`config.mk`:
```
export PLATFORM = sky130hd
export DESIGN_NAME = record_fifo_flat
export DESIGN_NICKNAME = d
export VERILOG_FILES = /design/src/rtl/record_fifo_pkg.sv /design/src/rtl/record_fifo_if.sv /design/src/rtl/record_assembler.sv /design/src/rtl/record_fifo.sv /design/src/flat_wrapper.sv
export SDC_FILE = /design/constraint.sdc
export NUM_CORES = 2
export LEC_CHECK = 0
export ABC_AREA = 0
export CORE_MARGIN = 5
export CORE_UTILIZATION = 63
export CTS_CLUSTER_SIZE = 25
export DETAILED_ROUTE_END_ITERATION = 7
export DONT_BUFFER_PORTS = 1
export PLACE_DENSITY = 0.79
export SLEW_MARGIN = 20
export SYNTH_ARGS = -nofsm -noshare
export SYNTH_HDL_FRONTEND = slang
export SYNTH_SLANG_ARGS = --single-unit
```
`constraint.sdc`:
```
create_clock -name clk -period 14.8 [get_ports clk]
set_clock_uncertainty 0.2 [all_clocks]
set_input_delay 1.48 -clock clk [delete_from_list [all_inputs] [get_ports clk]]
set_output_delay 1.48 -clock clk [all_outputs]
set_load 0.05 [all_outputs]
```
`src/rtl/record_fifo_pkg.sv`:
```
// Shared types, default sizes and width helpers for the byte-to-record FIFO.
package record_fifo_pkg;

  typedef logic [7:0] byte_t;

  localparam int unsigned RECORD_SIZE_BYTES_DEFAULT = 16;
  localparam int unsigned SLOTS_DEFAULT             = 32;

  // Pointer width for a slot array of the given depth.
  function automatic int unsigned ptr_width(input int unsigned slots);
    return (slots > 1) ? int'($clog2(slots)) : 1;
  endfunction

  // Level counter needs one extra bit to represent a completely full array.
  function automatic int unsigned level_width(input int unsigned slots);
    return ptr_width(slots) + 1;
  endfunction

endpackage

```
`src/rtl/record_fifo_if.sv`:
```
// Byte input / record output handshake bundle of the record FIFO.
interface record_fifo_if
  import record_fifo_pkg::*;
#(
  parameter int unsigned RECORD_SIZE_BYTES = RECORD_SIZE_BYTES_DEFAULT,
  parameter int unsigned SLOTS             = SLOTS_DEFAULT
);
  localparam int unsigned REC_W = RECORD_SIZE_BYTES * 8;
  localparam int unsigned LVL_W = level_width(SLOTS);

  byte_t              in_byte;
  logic               in_valid;
  logic               in_ready;
  logic               in_abort;
  logic               out_valid;
  logic               out_ready;
  logic [REC_W-1:0]   out_record;
  logic [LVL_W-1:0]   level;
  logic               almost_full;

  // Producer of bytes and consumer of records.
  modport master (
    output in_byte, in_valid, in_abort, out_ready,
    input  in_ready, out_valid, out_record, level, almost_full
  );

  // The FIFO itself.
  modport slave (
    input  in_byte, in_valid, in_abort, out_ready,
    output in_ready, out_valid, out_record, level, almost_full
  );

endinterface

```
`src/rtl/record_assembler.sv`:
```
// Places accepted bytes into a record register and strobes commit on the last byte.
module record_assembler
  import record_fifo_pkg::*;
#(
  parameter int unsigned RECORD_SIZE_BYTES = RECORD_SIZE_BYTES_DEFAULT
) (
  input  logic                           clk,
  input  logic                           rst,
  input  byte_t                          byte_i,
  input  logic                           accept_i,
  input  logic                           abort_i,
  output logic                           commit_c_o,
  output logic [RECORD_SIZE_BYTES*8-1:0] record_c_o,
  output logic                           last_next_c_o
);

  localparam int unsigned IDX_W = (RECORD_SIZE_BYTES > 1) ? $clog2(RECORD_SIZE_BYTES) : 1;
  localparam int unsigned REC_W = RECORD_SIZE_BYTES * 8;
  localparam logic [IDX_W-1:0] LAST_IDX = IDX_W'(RECORD_SIZE_BYTES - 1);

  logic [IDX_W-1:0] idx_q, idx_d;
  logic [REC_W-1:0] rec_q, rec_d;
  logic             commit;

  // Abort beats a same-cycle byte, so an aborted final byte never commits.
  always_comb begin
    idx_d  = idx_q;
    rec_d  = rec_q;
    commit = 1'b0;
    if (abort_i) begin
      idx_d = '0;
    end else if (accept_i) begin
      rec_d[{idx_q, 3'b000} +: 8] = byte_i;
      if (idx_q == LAST_IDX) begin
        idx_d  = '0;
        commit = 1'b1;
      end else begin
        idx_d = idx_q + 1'b1;
      end
    end
  end

  // Index and partial record storage.
  always_ff @(posedge clk or negedge rst) begin
    if (!rst) begin
      idx_q <= '0;
      rec_q <= '0;
    end else begin
      idx_q <= idx_d;
      rec_q <= rec_d;
    end
  end

  assign commit_c_o    = commit;
  assign record_c_o    = rec_d;
  assign last_next_c_o = (idx_d == LAST_IDX);

endmodule

```
`src/rtl/record_fifo.sv`:
```
// Byte-to-record packing FIFO: assembler feeding a circular array of record slots.
module record_fifo
  import record_fifo_pkg::*;
#(
  parameter int unsigned RECORD_SIZE_BYTES = RECORD_SIZE_BYTES_DEFAULT,
  parameter int unsigned SLOTS             = SLOTS_DEFAULT,
  parameter int unsigned ALMOST_FULL       = SLOTS - 4
) (
  input  logic          clk,
  input  logic          rst,
  record_fifo_if.slave  bus
);

  localparam int unsigned REC_W = RECORD_SIZE_BYTES * 8;
  localparam int unsigned PTR_W = ptr_width(SLOTS);
  localparam int unsigned LVL_W = level_width(SLOTS);
  localparam logic [LVL_W-1:0] FULL_LVL = LVL_W'(SLOTS);
  localparam logic [LVL_W-1:0] AF_LVL   = LVL_W'(ALMOST_FULL);

  logic             accept, push, pop, last_next;
  logic [REC_W-1:0] commit_rec;
  logic [PTR_W-1:0] wr_ptr_q, wr_ptr_d, rd_ptr_q, rd_ptr_d;
  logic [LVL_W-1:0] count_q, count_d;
  logic             in_ready_q, in_ready_d;
  logic             out_valid_q, out_valid_d;
  logic             af_q, af_d;
  logic [REC_W-1:0] mem_q [SLOTS];

  assign accept = bus.in_valid && in_ready_q;
  assign pop    = out_valid_q && bus.out_ready;

  record_assembler #(
    .RECORD_SIZE_BYTES (RECORD_SIZE_BYTES)
  ) u_assembler (
    .clk           (clk),
    .rst           (rst),
    .byte_i        (bus.in_byte),
    .accept_i      (accept),
    .abort_i       (bus.in_abort),
    .commit_c_o    (push),
    .record_c_o    (commit_rec),
    .last_next_c_o (last_next)
  );

  // Pointer/count update; flags are precomputed from next state so they stay registered.
  always_comb begin
    wr_ptr_d = wr_ptr_q;
    rd_ptr_d = rd_ptr_q;
    count_d  = count_q;
    if (push) wr_ptr_d = wr_ptr_q + 1'b1;
    if (pop)  rd_ptr_d = rd_ptr_q + 1'b1;
    unique case ({push, pop})
      2'b10:   count_d = count_q + 1'b1;
      2'b01:   count_d = count_q - 1'b1;
      default: count_d = count_q;
    endcase
    in_ready_d  = !(last_next && (count_d == FULL_LVL));
    out_valid_d = (count_d != '0);
    af_d        = (count_d >= AF_LVL);
  end

  // Control state register.
  always_ff @(posedge clk or negedge rst) begin
    if (!rst) begin
      wr_ptr_q    <= '0;
      rd_ptr_q    <= '0;
      count_q     <= '0;
      in_ready_q  <= 1'b1;
      out_valid_q <= 1'b0;
      af_q        <= 1'b0;
    end else begin
      wr_ptr_q    <= wr_ptr_d;
      rd_ptr_q    <= rd_ptr_d;
      count_q     <= count_d;
      in_ready_q  <= in_ready_d;
      out_valid_q <= out_valid_d;
      af_q        <= af_d;
    end
  end

  // Slot array write on commit; contents are deliberately not reset.
  always_ff @(posedge clk) begin
    if (push) mem_q[wr_ptr_q] <= commit_rec;
  end

  assign bus.in_ready    = in_ready_q;
  assign bus.out_valid   = out_valid_q;
  assign bus.out_record  = out_valid_q ? mem_q[rd_ptr_q] : '0;
  assign bus.level       = count_q;
  assign bus.almost_full = af_q;

endmodule

```
`src/flat_wrapper.sv`:
```
// flat-port wrapper written by rule: the top's interface ports become plain ports
module record_fifo_flat import record_fifo_pkg::*;
#(
  parameter int unsigned RECORD_SIZE_BYTES = RECORD_SIZE_BYTES_DEFAULT,
  parameter int unsigned SLOTS             = SLOTS_DEFAULT,
  parameter int unsigned ALMOST_FULL       = SLOTS - 4
)
  (clk, rst, bus_in_byte, bus_in_valid, bus_in_abort, bus_out_ready, bus_in_ready, bus_out_valid, bus_out_record, bus_level, bus_almost_full);
  record_fifo_if #(.RECORD_SIZE_BYTES(RECORD_SIZE_BYTES), .SLOTS(SLOTS)) bus_i ();
  input  logic clk;
  input  logic rst;
  input wire logic [$bits(bus_i.in_byte)-1:0] bus_in_byte;
  input wire logic [$bits(bus_i.in_valid)-1:0] bus_in_valid;
  input wire logic [$bits(bus_i.in_abort)-1:0] bus_in_abort;
  input wire logic [$bits(bus_i.out_ready)-1:0] bus_out_ready;
  output wire logic [$bits(bus_i.in_ready)-1:0] bus_in_ready;
  output wire logic [$bits(bus_i.out_valid)-1:0] bus_out_valid;
  output wire logic [$bits(bus_i.out_record)-1:0] bus_out_record;
  output wire logic [$bits(bus_i.level)-1:0] bus_level;
  output wire logic [$bits(bus_i.almost_full)-1:0] bus_almost_full;
  assign bus_i.in_byte = bus_in_byte;
  assign bus_i.in_valid = bus_in_valid;
  assign bus_i.in_abort = bus_in_abort;
  assign bus_i.out_ready = bus_out_ready;
  assign bus_in_ready = bus_i.in_ready;
  assign bus_out_valid = bus_i.out_valid;
  assign bus_out_record = bus_i.out_record;
  assign bus_level = bus_i.level;
  assign bus_almost_full = bus_i.almost_full;
  record_fifo #(.RECORD_SIZE_BYTES(RECORD_SIZE_BYTES), .SLOTS(SLOTS), .ALMOST_FULL(ALMOST_FULL)) u_core (.clk(clk), .rst(rst), .bus(bus_i));
endmodule
```
## Word level (Yosys, flattened, before mapping)

Memory sizes are Yosys's and may differ from the RTL's.
Cells that the tools add are included.
W data, S select, Z words.

| word-level totals | value |
|---|---|
| register bits after elaboration | 151 |
| RAM bits | 4096 |
| input port bits | 13 |
| output and inout port bits | 137 |
| logic and storage cells | 41 |
| memories kept | 1 |

Memory list:

| memory | words | bits a word | read ports | clocked after Yosys merged registers in | wr ports | RTL line | source |
|---|---|---|---|---|---|---|---|
| u_core.mem_q | 32 | 128 | 1 | 0 | 1 | record_fifo.sv:27 | `logic [REC_W-1:0] mem_q [SLOTS];` |

| operators by class | value |
|---|---|
| add/sub/neg operators | 6 |
| order comparisons | 1 |
| eq/ne operators | 5 |
| shift-type cells | 2 |
| muxes and demuxes | 13 |
| reduce and logical (&&, ||, !) cells | 5 |

Operator list:

| operator | count |
|---|---|
| $mux W128 | 3 |
| $bwmux W128 | 1 |
| $shift A8 B9 Y128 const A | 1 |
| $shiftx A8 B9 Y128 | 1 |
| $mux W4 | 3 |
| $pmux W6 S2 | 1 |
| $add A5 B1 Y5 const B | 2 |
| $neg A7 Y9 | 1 |
| $eq A4 B4 Y1 const B | 2 |
| $add A6 B1 Y6 const B | 1 |
| $eq A6 B6 Y1 const B | 1 |
| $ge A6 B5 Y1 const B | 1 |
| $reduce_bool A6 Y1 | 1 |
| $sub A6 B1 Y6 const B | 1 |
| $mux W1 | 5 |
| $add A4 B1 Y4 const B | 1 |
| $logic_and A1 B1 Y1 | 3 |
| $eq A2 B1 Y1 const B | 1 |
| $eq A2 B2 Y1 const B | 1 |
| $logic_not A1 Y1 | 1 |

## Depth between registers and ports, before layout

| depth | value |
|---|---|
| depth after elaboration | 9 |
| depth in mapped cells | 13 |
| depth with buffers taken out | 12 |

## Modules after synthesis

Synthesis repeated with hierarchy kept, for this count alone.

| unflattened totals | value |
|---|---|
| cell total of the unflattened synthesis | 6719 |
| area, all modules | 162258.1 µm² |

Modules (own cells, without submodules):

| module | instances | cells each | area each (µm²) | sequential area each (µm²) |
|---|---|---|---|---|
| record_fifo | 1 | 6353 | 156839.2 | 123474.7 |
| record_assembler | 1 | 366 | 5418.9 | 3303.2 |

## Least setup slack after synthesis

OpenSTA, ideal clock, no wires.

| path | value |
|---|---|
| kind | input port to flip-flop |
| start point | input port bus_in_abort |
| end point | memory u_core.mem_q[23][0] in the netlist's numbering (enable) |
| setup time | 0.798 ns |
| arrival time | 11.652 ns |
| data required time | 13.802 ns |
| setup slack | 2.150 ns |
| stages on the path | 4 |
| path buffers | 1 |
| cells stage by stage | clkbuf_1 > nor3_2 > nand3_1 > nor3b_1 |

| between the ends | value |
|---|---|
| cells in the longest elaborated chain, start to end | 3 |

RTL lines:

| item | RTL line | source |
|---|---|---|
| start, declared | flat_wrapper.sv:14 | `input wire logic [$bits(bus_i.in_abort)-1:0] bus_in_abort;` |
| $mux W1 | record_assembler.sv:30 | `if (abort_i) begin` |
| $mux W1 | record_fifo.sv:83 | `if (push) mem_q[wr_ptr_q] <= commit_rec;` |
| $mux W1 (implied by the code) | record_fifo.sv:83 |  |
| end, declared | record_fifo.sv:27 |  |

Every way passes these cells.

## Worst setup path after layout

| path | value |
|---|---|
| start point | register u_core.rd_ptr_q[0] |
| end point | output port bus_out_record[13] |

| between the ends | value |
|---|---|
| cells in the longest elaborated chain, start to end | 2 |

RTL lines:

| item | RTL line | source |
|---|---|---|
| start, declared | record_fifo.sv:22 | `logic [PTR_W-1:0] wr_ptr_q, wr_ptr_d, rd_ptr_q, rd_ptr_d;` |
| start signal, assigned | record_fifo.sv:73 | `rd_ptr_q <= rd_ptr_d;` |
| $mem_v2 Z32 W128 | - |  |
| $mux W128 | record_fifo.sv:88 | `assign bus.out_record = out_valid_q ? mem_q[rd_ptr_q] : '0;` |
| end, declared | flat_wrapper.sv:18 | `output wire logic [$bits(bus_i.out_record)-1:0] bus_out_record;` |

Every way passes these cells.

==> out/qor.txt <==
CP arrival: 6320 ps
Final hold violation count: 0
Setup_tns: 0 ps
Pre-antenna DRT Iters: 6
Setup crit start kind: flop
Slew headroom: 18.1%
Clock tree buffer depth: 4
GRT overflow: 0
Post-Syn Area: 164,000 um2
Routed len/inst: 36.3 um
Top Ports: 150
Clock latency on the worst-skew pair: 940 ps
Vias per cell: 7.16
# hold bufs at CTS: 0
DPL Wire Length: 203,000 um
Worst VDD drop: 0.130 mV
Fin crit period: 8000 ps
Placed inst area: 169,000 um2
RSZ-0062 raised after global routing: no
Slew @ Worst Pin: 1230 ps
Synth warnings: 0
Post-synth cell types: 56
CTS Buf Count: 410
Top sig layer: met5
Total Wirelength: 438,000 um
CORE AREA: 259,000 um2
Max stage delay cell, worst path: dfrtp_4
Metal-1 WL: 150,000 um
Worst Hold Class: input pin to async pin
Final setup violation count: 0
Post-CTS setup buffers: 0
GP Congestion: 0.788
CTS root buf: clkbuf_16
Largest net degree at the start of global routing: 165
Crit path max fanout: 164
Share of cells above drive strength 1: 22.3%
NumNets Final: 8,259
Pwr Density: 129 nW/um2
Synthesized area per cell: 20.3 um2
CP cell instances: buf_12 -> nand2b_4 -> buf_4 -> buf_4 -> o22ai_1 -> a221oi_1 -> o21ai_0 -> nor4_2 -> buf_6
Max Transition Viols Final: 0
DIE HEIGHT: 520 um
First-pass GRT wire length: 617,000 um
Crit-path most repeated cell: buf_4
DP Cell Count: 11,219
Layout area overhead: 11.5%
Slowest stage delay, CP: 870 ps
#FFs+latches synth: 4,247
WP data required: 13,120 ps
Status: finished, final reports clean
Max cap viols: 0
DRC violations left: 0
Initial antenna violation count: 17
Period utilization: 54.1%
FF-to-FF setup slack: 8810 ps
Row count: 187
Syn Nets: 8,085
Final instance area: 183,000 um2
Met3 wire len: 54,400 um
Die area: 271,000 um2
Via count: 86,345
H-tree depth: 5
Post-CTS sizing: 0
CP endpoint kind: primary output
Sinks on Clock Net: 4,247
Initial DRC Count: 13,888
Setup CP Type: flop to primary output
Static Leak: 56.8 nW
Starting Density: 63.2%
Final ANT Viol Nets: 0
Gr usage total: 31.9%
Non-filler cells, final: 12,063
IO buf count: 0
Vias in the first global route: 86,178
Metal2 WL: 210,000 um
Post-Syn Instances: 8,060
Max frequency: 125 MHz
Clock transition at path regs: 60 ps
Post-synthesis sequential area ratio: 77.3%
CTS tree: done
Die W: 520 um
## final timing paths
kind / to / cells past startpoint / startpoint
min in group clk: u_core.u_assembler.idx_q[1]$_DFF_PN0_ / 1 / bus_in_abort
hold reg to reg: u_core.wr_ptr_q[3]$_DFFE_PN0P_ / 2 / u_core.wr_ptr_q[1]$_DFFE_PN0P_
hold / removal: u_core.u_assembler.rec_q[81]$_DFF_PN0_ / 0 / rst
max in group asynchronous: u_core.u_assembler.rec_q[67]$_DFF_PN0_ / 0 / rst
setup / recovery: bus_out_record[13] / 9 / u_core.rd_ptr_q[0]$_DFFE_PN0P_
setup reg to reg: u_core.mem_q[6][3]$_DFFE_PP_ / 7 / u_core.u_assembler.idx_q[0]$_DFF_PN0_
## synth_stat cells, drive strengths merged
cell,count,share of area (%)
nand2,49,0.11
or2,4,0.015
and3,11,0.042
nor2b,270,1.0
nand4,4,0.015
a221oi,128,0.68
buf,233,0.88
a21boi,1,0.0046
nor4,129,0.73
dfstp,1,0.016
xor2,5,0.027
edfxtp,4096,75
nor3,8,0.031
nor4bb,2,0.012
o21a,1,0.0046
or3,2,0.0076
a41oi,1,0.0053
nor3b,9,0.051
a211oi,256,1.2
mux2,370,2.5
and2,9,0.034
or4,1,0.0046
nand2b,6,0.023
or3b,3,0.016
nand3b,5,0.023
nand3,13,0.040
o21ai,153,0.47
a21o,1,0.0046
a22oi,256,1.2
mux2i,769,4.7
o32ai,1,0.0053
o22ai,128,0.49
o41ai,1,0.0053
inv,8,0.018
clkbuf,263,0.61
mux4,512,7.0
dfrtp,150,2.3
xnor2,11,0.059
a21oi,134,0.41
nor2,41,0.098
ha,12,0.092
a31oi,2,0.0076
o31a,1,0.0053
## power by group
part           switching (W)  total [W]  internal (W)
registers         0.00000683     0.0132        0.0132
logic               0.000156   0.000173     0.0000177
clock network        0.00441     0.0102       0.00577
total                0.00457     0.0235        0.0190
## area by class of cell
class / count / area, um2
Antenna cell: 93 / 233
Clock buffer: 535 / 11100
Clock inverter: 211 / 1930
Fill cell: 14700 / 76400
Inverter: 8 / 30.0
Multi-Input combinational cell: 3309 / 35900
Sequential cell: 4247 / 127000
Tap cell: 3402 / 4260
Timing Repair Buffer: 258 / 2610
## cell usage in the layout, fill, tap and decap left out, drive strengths merged, types with 28 or more instances in the layout
| cell type | instances |
|---|---|
| edfxtp | 4096 |
| mux2i | 769 |
| clkbuf | 535 |
| mux4 | 512 |
| mux2 | 370 |
| nor2b | 270 |
| buf | 258 |
| a211oi | 256 |
| a22oi | 256 |
| clkinv | 158 |
| o21ai | 153 |
| dfrtp | 150 |
| a21oi | 134 |
| nor4 | 129 |
| o22ai | 128 |
| a221oi | 128 |
| diode | 93 |
| nand2 | 49 |
| nor2 | 41 |
| bufinv | 28 |
## flip-flops by register name, summed over array words and instances (netlist names)
signal and count:
u_core.bus.almost_full 1, u_core.mem_q 4096, u_core.bus.out_valid 1, u_core.u_assembler.idx_q 4, u_core.bus.level 6, u_core.u_assembler.rec_q 128, u_core.rd_ptr_q 5, u_core.wr_ptr_q 5
u_core.bus.in_ready 1
## stage by stage
stage          utilization (%)  total power [W]  hold slack, ps  setup WS, ps
2_1_floorplan                -           0.0135             292          2150
4_1_cts                   70.4           0.0235            16.1          6650
3_5_place_dp              65.4           0.0136             436          7620
5_1_grt                   70.5           0.0241            17.9          6510
6_report                  70.5           0.0235            48.9          6800
3_3_place_gp              65.3           0.0136             412          7790
## critical path: cells and delay by family (launching register included)
family | cells | cell delay [ps]
compound gates | 3 | 720
simple gates | 2 | 1270
buf+inv | 4 | 2270
flops | 1 | 870
## layer usage
metal / global-route usage (%) / up-vias
met5: 0 / -
met4: 14.7 / 4
met3: 7.16 / 1237
met2: 50.4 / 6906
met1: 43.1 / 44407
li1: - / 33791
## kinds of logic after synthesis
| family | after synthesis | share of synthesized area (%) |
|---|---|---|
| AOI/OAI and AO/OA | 1064 | 4.44 |
| muxes | 1651 | 14.3 |
| adders and majority gates | 12 | 0.0916 |
| xor gates and xnor gates | 16 | 0.0855 |
| buffers and inverters | 504 | 1.51 |
| and+or+nand+nor | 566 | 2.29 |
| DFF | 4247 | 77.3 |
(Power assumes the default switching activity.)
